**config.mk**
```make
export PLATFORM = sky130hd
export DESIGN_NAME = data_mem_wbuf
export DESIGN_NICKNAME = d
export VERILOG_FILES = /design/src/rtl/data_mem_wbuf.sv
export SDC_FILE = /design/constraint.sdc
export NUM_CORES = 1
export LEC_CHECK = 0
export CORE_MARGIN = 5
export CORE_UTILIZATION = 30
export CTS_CLUSTER_SIZE = 8
export DETAILED_ROUTE_END_ITERATION = 12
export PLACE_DENSITY_LB_ADDON = 0.12
export SLEW_MARGIN = 40
export SYNTH_ARGS = -nofsm -noshare
export SYNTH_HDL_FRONTEND = slang
export SYNTH_SLANG_ARGS = --single-unit
```
**constraint.sdc**
```tcl
create_clock -name clk -period 2.9 [get_ports clk]
set_input_delay 0.58 -clock clk [delete_from_list [all_inputs] [get_ports clk]]
set_output_delay 0.58 -clock clk [all_outputs]
set_load 0.01 [all_outputs]
```
**src/rtl/data_mem_wbuf.sv**
```systemverilog
`timescale 1ns/1ps
// Posted-write buffer in front of data_mem: stores queue without stalling,
// loads wait for every older store to complete, then issue a single read.
module data_mem_wbuf #(
   parameter int DEPTH = 4
) (
   input  logic                     clk,
   input  logic                     rst_n,
   input  logic [31:0]              addr,
   input  logic [31:0]              write_data,
   input  logic                     memwrite,
   input  logic                     memread,
   input  logic [3:0]               sign_mask,
   output logic [31:0]              read_data,
   output logic                     clk_stall,
   output logic [$clog2(DEPTH):0]   wbuf_count,
   output logic [31:0]              mem_addr,
   output logic [31:0]              mem_write_data,
   output logic [3:0]               mem_sign_mask,
   output logic                     mem_memwrite,
   output logic                     mem_memread,
   input  logic [31:0]              mem_read_data,
   input  logic                     mem_clk_stall
);

   localparam int PW = $clog2(DEPTH);
   localparam int CW = PW + 1;

   typedef struct packed {
      logic [31:0] addr;
      logic [31:0] data;
      logic [3:0]  mask;
   } wb_entry_t;

   typedef enum logic [1:0] {
      F_IDLE,
      F_LOAD,
      F_SFULL
   } f_state_t;

   typedef enum logic [1:0] {
      B_INIT,
      B_IDLE,
      B_ISSUE,
      B_WAIT
   } b_state_t;

   f_state_t  f_state, f_next;
   b_state_t  b_state, b_next;

   wb_entry_t fifo_q [DEPTH];
   wb_entry_t hold_q;
   wb_entry_t cpu_entry;
   wb_entry_t push_entry;
   wb_entry_t head;

   logic [PW-1:0] wr_ptr, rd_ptr;
   logic [31:0]   ld_addr;
   logic [3:0]    ld_mask;
   logic          acc_rd;
   logic          init_zero;

   logic full, empty;
   logic push, pop;
   logic b_done, disp_ok;
   logic rd_go, load_done;

   assign full      = (wbuf_count == CW'(DEPTH));
   assign empty     = (wbuf_count == '0);
   assign cpu_entry = {addr, write_data, sign_mask};
   assign head      = fifo_q[rd_ptr];

   // Back side: a completing read must not re-dispatch the same load.
   always_comb begin
      b_done    = (b_state == B_WAIT) && !mem_clk_stall;
      disp_ok   = (b_state == B_IDLE) || b_done;
      load_done = b_done && acc_rd;
      pop       = disp_ok && !empty;
      rd_go     = disp_ok && empty
                  && (f_state == F_LOAD) && !load_done;
      b_next    = b_state;
      unique case (b_state)
         B_INIT:  if (!mem_clk_stall && init_zero) b_next = B_IDLE;
         B_IDLE:  if (pop || rd_go) b_next = B_ISSUE;
         B_ISSUE: b_next = B_WAIT;
         B_WAIT: begin
            if (b_done) b_next = (pop || rd_go) ? B_ISSUE : B_IDLE;
         end
         default: b_next = B_INIT;
      endcase
   end

   always_comb begin
      push       = 1'b0;
      push_entry = cpu_entry;
      f_next     = f_state;
      unique case (f_state)
         F_IDLE: begin
            if (memread) begin
               f_next = F_LOAD;
            end else if (memwrite) begin
               if (!full || pop) push = 1'b1;
               else f_next = F_SFULL;
            end
         end
         F_SFULL: begin
            push_entry = hold_q;
            if (pop) begin
               push   = 1'b1;
               f_next = F_IDLE;
            end
         end
         F_LOAD:  if (load_done) f_next = F_IDLE;
         default: f_next = F_IDLE;
      endcase
   end

   always_ff @(posedge clk or negedge rst_n) begin
      if (!rst_n) begin
         f_state   <= F_IDLE;
         clk_stall <= 1'b0;
         read_data <= '0;
         ld_addr   <= '0;
         ld_mask   <= '0;
         hold_q    <= '0;
      end else begin
         f_state   <= f_next;
         clk_stall <= (f_next != F_IDLE);
         if (f_state == F_IDLE && memread) begin
            ld_addr <= addr;
            ld_mask <= sign_mask;
         end
         if (f_state == F_IDLE && f_next == F_SFULL)
            hold_q <= cpu_entry;
         if (f_state == F_LOAD && load_done)
            read_data <= mem_read_data;
      end
   end

   always_ff @(posedge clk or negedge rst_n) begin
      if (!rst_n) begin
         for (int i = 0; i < DEPTH; i++) fifo_q[i] <= '0;
         wr_ptr     <= '0;
         rd_ptr     <= '0;
         wbuf_count <= '0;
      end else begin
         if (push) begin
            fifo_q[wr_ptr] <= push_entry;
            wr_ptr         <= wr_ptr + 1'b1;
         end
         if (pop) rd_ptr <= rd_ptr + 1'b1;
         wbuf_count <= wbuf_count
                       + {{PW{1'b0}}, push}
                       - {{PW{1'b0}}, pop};
      end
   end

   always_ff @(posedge clk or negedge rst_n) begin
      if (!rst_n) begin
         b_state        <= B_INIT;
         init_zero      <= 1'b0;
         acc_rd         <= 1'b0;
         mem_memwrite   <= 1'b0;
         mem_memread    <= 1'b0;
         mem_addr       <= '0;
         mem_write_data <= '0;
         mem_sign_mask  <= '0;
      end else begin
         b_state      <= b_next;
         init_zero    <= (b_state == B_INIT) && !mem_clk_stall;
         mem_memwrite <= pop;
         mem_memread  <= rd_go;
         if (pop) begin
            acc_rd         <= 1'b0;
            mem_addr       <= head.addr;
            mem_write_data <= head.data;
            mem_sign_mask  <= head.mask;
         end else if (rd_go) begin
            acc_rd        <= 1'b1;
            mem_addr      <= ld_addr;
            mem_sign_mask <= ld_mask;
         end
      end
   end

endmodule

```
After elaboration in Yosys (flattened, before gate mapping). Index checks and enable logic that the tools add are counted.

Register bits: 492. Latch bits: 0. Bits in writable memories: 0. Bits in read-only memories: 0. Input port bits: 105. Output and inout bits: 106. Logic and storage cells: 104. Memories: 0.

Add/subtract/negate cells: 4. Multipliers: 0. Div/mod/pow operators: 0. Order comparisons: 3. Equal/unequal tests: 10. Shift operators: 0. Muxes and demuxes: 29. Bitwise operators: 2. Reduce and logical (&&, ||, !) cells: 25.

Operators with widths (count): bitwise mux 272 bit (1); 2-to-1 mux 68 bit (4); binary-select mux 68 bit (select 2 bit) (1); demux 68 bit (select 2 bit) (1); 2-to-1 mux 32 bit (2); 2-to-1 mux 2 bit (9); logical AND 1 bit (12); == test 2 bit, second input constant (4); 2-to-1 mux 4 bit (2); case mux 2 bit (4 select lines) (1); >= comparator 3 bit, second input constant (2); 2-to-1 mux 1 bit (6); inverter 2 -> 3 bit (2); case mux 2 bit (3 select lines) (1); adder 2 x 1 -> 2 bit, second input constant (2); == test 2 x 1 -> 1 bit, second input constant (2); zero test 1 bit (4); zero test 2 bit (2); != test 2 bit, second input constant (2); nonzero test 2 bit (2); adder 3 x 1 -> 3 bit (1); == test 3 bit, second input constant (1); zero test 3 bit (1); logical OR 1 bit (3); 5 further kinds (5).

Logic depth before layout (Yosys ltp).
Word-level depth: 11. Mapped depth: 13. Mapped depth without buffers: 11.

Least setup slack after synthesis. Ideal clock, no wire load.

Path kind: in2reg. Start point: input port mem_clk_stall. End point: register wbuf_count[2]. Setup time: 0.126 ns. Arrival: 2.760 ns. Data required time: 2.774 ns. Path slack: 0.014 ns. Cell stages on the path: 12. Path buffers: 2. Cell sequence: a21boi_2 > nand2_1 > clkinv_1 > clkbuf_1 > clkbuf_1 > ha_1 > inv_1 > ha_1 > inv_1 > fa_1 > xnor2_1 > xnor2_1.

Longest elaborated chain between the ends: 11. Elaborated cells between the ends (all ways): 12. Those cells by class: 2 x add/sub; 5 x mux; 5 x reduce/logical.

RTL lines: from (decl) (RTL line 23) `input logic mem_clk_stall`; zero test 1 bit * (RTL line 75) `b_done = (b_state == B_WAIT) && !mem_clk_stall;`; logical AND 1 bit * (RTL line 75); logical OR 1 bit * (RTL line 76) `disp_ok = (b_state == B_IDLE) || b_done;`; logical AND 1 bit * (RTL line 78) `pop = disp_ok && !empty;`; named net pop (RTL line 64) `logic push, pop;`; logical OR 1 bit (RTL line 102) `if (!full || pop) push = 1'b1;`; 2-to-1 mux 1 bit (RTL line 102); 2-to-1 mux 1 bit (RTL line 101) `end else if (memwrite) begin`; 2-to-1 mux 1 bit (RTL line 99) `if (memread) begin`; case mux 1 bit (2 select lines) (RTL line 97) `unique case (f_state)`; adder 3 x 1 -> 3 bit (RTL line 153) `+ {{PW{1'b0}}, push}`; subtractor 3 x 1 -> 3 bit * (RTL line 154) `- {{PW{1'b0}}, pop};`; to (signal assigned) (RTL line 152) `wbuf_count <= wbuf_count`; to (decl) (RTL line 16) `output logic [$clog2(DEPTH):0] wbuf_count,`.

Mark *: on every way through the listed nets, which the timed path passes. The rest lies on a longest branch. A chain may end at the register's enable or synchronous reset.

Final worst setup path.
Start point: register wbuf_count[1]. End point: register wbuf_count[2].

Longest elaborated chain between the ends: 10. Elaborated cells between the ends (all ways): 13. Those cells by class: 2 x add/sub; 1 x eq/ne; 5 x mux; 5 x reduce/logical.

RTL lines: zero test 3 bit (RTL line 69) `assign empty = (wbuf_count == '0);`; zero test 1 bit (RTL line 78); logical AND 1 bit (RTL line 78); logical OR 1 bit (RTL line 102); 2-to-1 mux 1 bit (RTL line 102); 2-to-1 mux 1 bit (RTL line 101); 2-to-1 mux 1 bit (RTL line 99); case mux 1 bit (2 select lines) (RTL line 97); adder 3 x 1 -> 3 bit (RTL line 153); subtractor 3 x 1 -> 3 bit * (RTL line 154).

Every way passes the cells marked *; elsewhere a longest branch is shown, timed or not.

==> flow_metrics.tcl <==
set metrics [dict create \
    grt_antenna_before_repair 3 \
    sw_frac_of_total_pct 28.8 \
    place_area_um2 24900 \
    share_comb_of_total_power_pct 29.3 \
    edff_count_synth 0 \
    crit_arrival_ns 2.97 \
    rows 97 \
    grt_setup_unrepaired "false" \
    critPathLaunchType "flop" \
    resized_cells_post_cts 0 \
    synth-seq-cells 492 \
    layout_commonest_cell "sky130_fd_sc_hd__dfrtp_1" \
    end_kind "flop" \
    critical_path.max_fanout 5 \
    wirelength_um 53500 \
    most-common-layout-cells "490 x sky130_fd_sc_hd__dfrtp_1, 391 x sky130_fd_sc_hd__mux2_2, 209 x sky130_fd_sc_hd__clkdlybuf4s50_1" \
    min-delay-path-class "flop to flop" \
    ys_dominant_reg_cell "sky130_fd_sc_hd__dfrtp_1" \
    tightestPinTransition_ns 0.615 \
    final_max_slew_viol_count 0 \
    initial_core_util_pct 30.2 \
    synthToLayoutAreaGrowth_pct 27.1 \
    die_height_um 276 \
    final.fill_count 6598 \
    io_pins 211 \
    power.internal_w 0.0185 \
    result_of_the_run "finished, final reports clean" \
    power.density_nw_per_um2 968 \
    fmax_mhz 402 \
    proportion_of_layout_cells_with_a_drive_suffix_above_1_pct 37.3 \
    power.sequential.fraction_pct 41.5 \
    holdBufCountCts 1 \
    grt_pass1_vias 13900 \
    detail-route-antenna-nets 0 \
    yosysSeqAreaShare_pct 58.2 \
    via_count 12200 \
    power.share.clock_pct 29.2 \
    hold_viol_final 0 \
    tritoncts "done" \
    mappedNetlistNets 1495 \
    min_period_over_period_pct 85.7 \
    grt_start_max_net_pins 107 \
    fp.dieW_um 276 \
    setup-violations-final 0 \
    place.gp.congestion 0.697 \
    port-buffer-count 210 \
    final.min_clock_period_ns 2.49 \
    setup.worst_path.class "flop to flop" \
    vdd_drop_max_mv 0.611 \
    timing.slew.headroom_pct 59.0 \
    clk_transition_reported_paths_ns 0.05 \
    vias_per_cell 4.70 \
    synthesis.area_per_instance_um2 15.3 \
    cts.root.buffer_cell "sky130_fd_sc_hd__clkbuf_16" \
    synth_warnings 0 \
    finalPower_w 0.0260 \
    hpwlAfterDp_um 32700 \
    groute.usage.overall_pct 14.5 \
    postCtsSetupBuffers 0 \
    post_synth_inst_count 1383 \
    route.detailed.wl_per_inst_um 20.6 \
    clock_path_buffers 3 \
    synth_cell_type_count 40 \
    drt_drc_violations_left 0 \
    htree_num_levels 3 \
    drv_cap 0 \
    grt_overflow 0 \
    worst-endpoint-required_ns 3.38 \
    die_footprint_um2 75900 \
    synthArstFlopShare_pct 100 \
    stdcell_area_um2 26900 \
    clkLatencyLatePin_ns 0.59 \
    power.leakage_nw 12.2 \
    fin_nets 1752 \
    placeableCoreArea_um2 70000 \
    synthesis.area_um2 21200 \
    number_of_sinks_driven_by_the_clock_tree 492 \
    detail_route.iter0.violations 460 \
    drt_pass1_iterations 4 \
    first_pass_grt_wire_length_um 85200 \
    power.net_switching_w 0.00749 \
    tritoncts.num_buffers 72 \
    timing.clock.skew_ns 0.0240 \
]
==> sequential cells by signal, summed over array words and instances (netlist names), 3 cells and up <==
signal	flops
fifo_q	272
hold_q	68
ld_addr	32
mem_addr	32
mem_write_data	32
read_data	32
ld_mask	4
mem_sign_mask	4
wbuf_count	3
==> per-layer routing <==
metal	vias to the layer above	routed length [µm]	GRT usage, %
li1	5471	-	-
met1	6461	24600	19.8
met2	199	25500	23.4
met3	75	2320	3.09
met4	0	998	4.03
met5	-	0	0
==> kinds of logic (layout without fill, tap and decap cells) <==
| group | Yosys count | count (layout) | share of synthesized area (%) |
|---|---|---|---|
| DFF | 492 | 492 | 58.2 |
| AOI/OAI and AO/OA | 51 | 51 | 1.49 |
| xor gates and xnor gates | 5 | 5 | 0.207 |
| other | 0 | 3 | 0 |
| adders and majority gates | 7 | 7 | 0.450 |
| muxes | 581 | 581 | 34.3 |
| buffers and inverters | 96 | 365 | 2.30 |
| and+or+nand+nor | 151 | 151 | 3.00 |
==> worst max-delay path: stages (launching register included) <==
cell                      delay (ns)
sky130_fd_sc_hd__dfrtp_1        0.44
sky130_fd_sc_hd__or3b_1         0.49
sky130_fd_sc_hd__o21ai_4        0.17
sky130_fd_sc_hd__nand2_1        0.09
sky130_fd_sc_hd__inv_1          0.06
sky130_fd_sc_hd__ha_1           0.22
sky130_fd_sc_hd__inv_1          0.05
sky130_fd_sc_hd__ha_1           0.13
sky130_fd_sc_hd__inv_1          0.05
sky130_fd_sc_hd__fa_1           0.40
sky130_fd_sc_hd__xnor2_1        0.14
sky130_fd_sc_hd__xnor2_1        0.13
==> Yosys cell counts, types with 7 or more instances <==
library cell                 n  area share [%]
sky130_fd_sc_hd__mux2i_1    36             1.7
sky130_fd_sc_hd__inv_1       8            0.14
sky130_fd_sc_hd__clkbuf_1   31            0.55
sky130_fd_sc_hd__nand2_1   136             2.4
sky130_fd_sc_hd__dfrtp_1   492              58
sky130_fd_sc_hd__mux4_2     68             7.2
sky130_fd_sc_hd__o21ai_0    37            0.88
sky130_fd_sc_hd__buf_1       7            0.12
sky130_fd_sc_hd__buf_2      35            0.83
sky130_fd_sc_hd__mux2_2    391              21
sky130_fd_sc_hd__mux2_1     86             4.6
sky130_fd_sc_hd__buf_6       8            0.43
==> path summary, 6_finish.rpt <==
path	startpoint	slack (ns)	end	cells after the start
max in group asynchronous	rst_n	1.47	fifo_q[227]$_DFFE_PN0P_	3
max reg2reg	wbuf_count[1]$_DFF_PN0_	0.41	wbuf_count[2]$_DFF_PN0_	11
min reg2reg	mem_write_data[11]$_DFFE_PN0N_	0.48	mem_write_data[11]$_DFFE_PN0N_	2
max	wbuf_count[1]$_DFF_PN0_	0.41	wbuf_count[2]$_DFF_PN0_	11
min	mem_write_data[11]$_DFFE_PN0N_	0.48	mem_write_data[11]$_DFFE_PN0N_	2
min in group asynchronous	rst_n	0.53	mem_addr[13]$_DFFE_PN0P_	2
==> area by class of cell <==
type / count / area (µm²) / share of cell area, %
Sequential cell: 492 / 12300 / 45.8
Multi-Input combinational cell: 795 / 8400 / 31.3
Timing Repair Buffer: 270 / 2960 / 11.0
Clock buffer: 82 / 1950 / 7.24
Tap cell: 940 / 1180 / 4.38
Inverter: 9 / 36.3 / 0.135
Clock inverter: 4 / 31.3 / 0.116
Antenna cell: 3 / 7.51 / 0.0279
==> power groups by stage <==
| stage | clock, W | sequential, W | combinational [W] |
|---|---|---|---|
| floorplan | 0 | 0.0107 | 0.00484 |
| detailed placement | 0 | 0.0109 | 0.00784 |
| global route | 0.00823 | 0.0112 | 0.00838 |
| finish | 0.00759 | 0.0108 | 0.00763 |
| CTS | 0.00793 | 0.0108 | 0.00786 |
| global placement | 0 | 0.0108 | 0.00769 |
==> per-stage QoR <==
stage / cells / hold slack [ns] / TNS (ns) / worst slack [ns] / util [%]
after floorplan: 1383 / 0.284 / 0 / 0.0143 / -
after global placement: 2505 / 0.461 / -0.0822 / -0.0822 / 35.5
after detailed placement: 2505 / 0.461 / -0.103 / -0.103 / 35.5
after CTS: 2592 / 0.480 / 0 / 0.374 / 38.4
after global routing: 2593 / 0.494 / 0 / 0.222 / 38.4
final: 2595 / 0.475 / 0 / 0.413 / 38.4
Power figures use the tool's default switching activity.
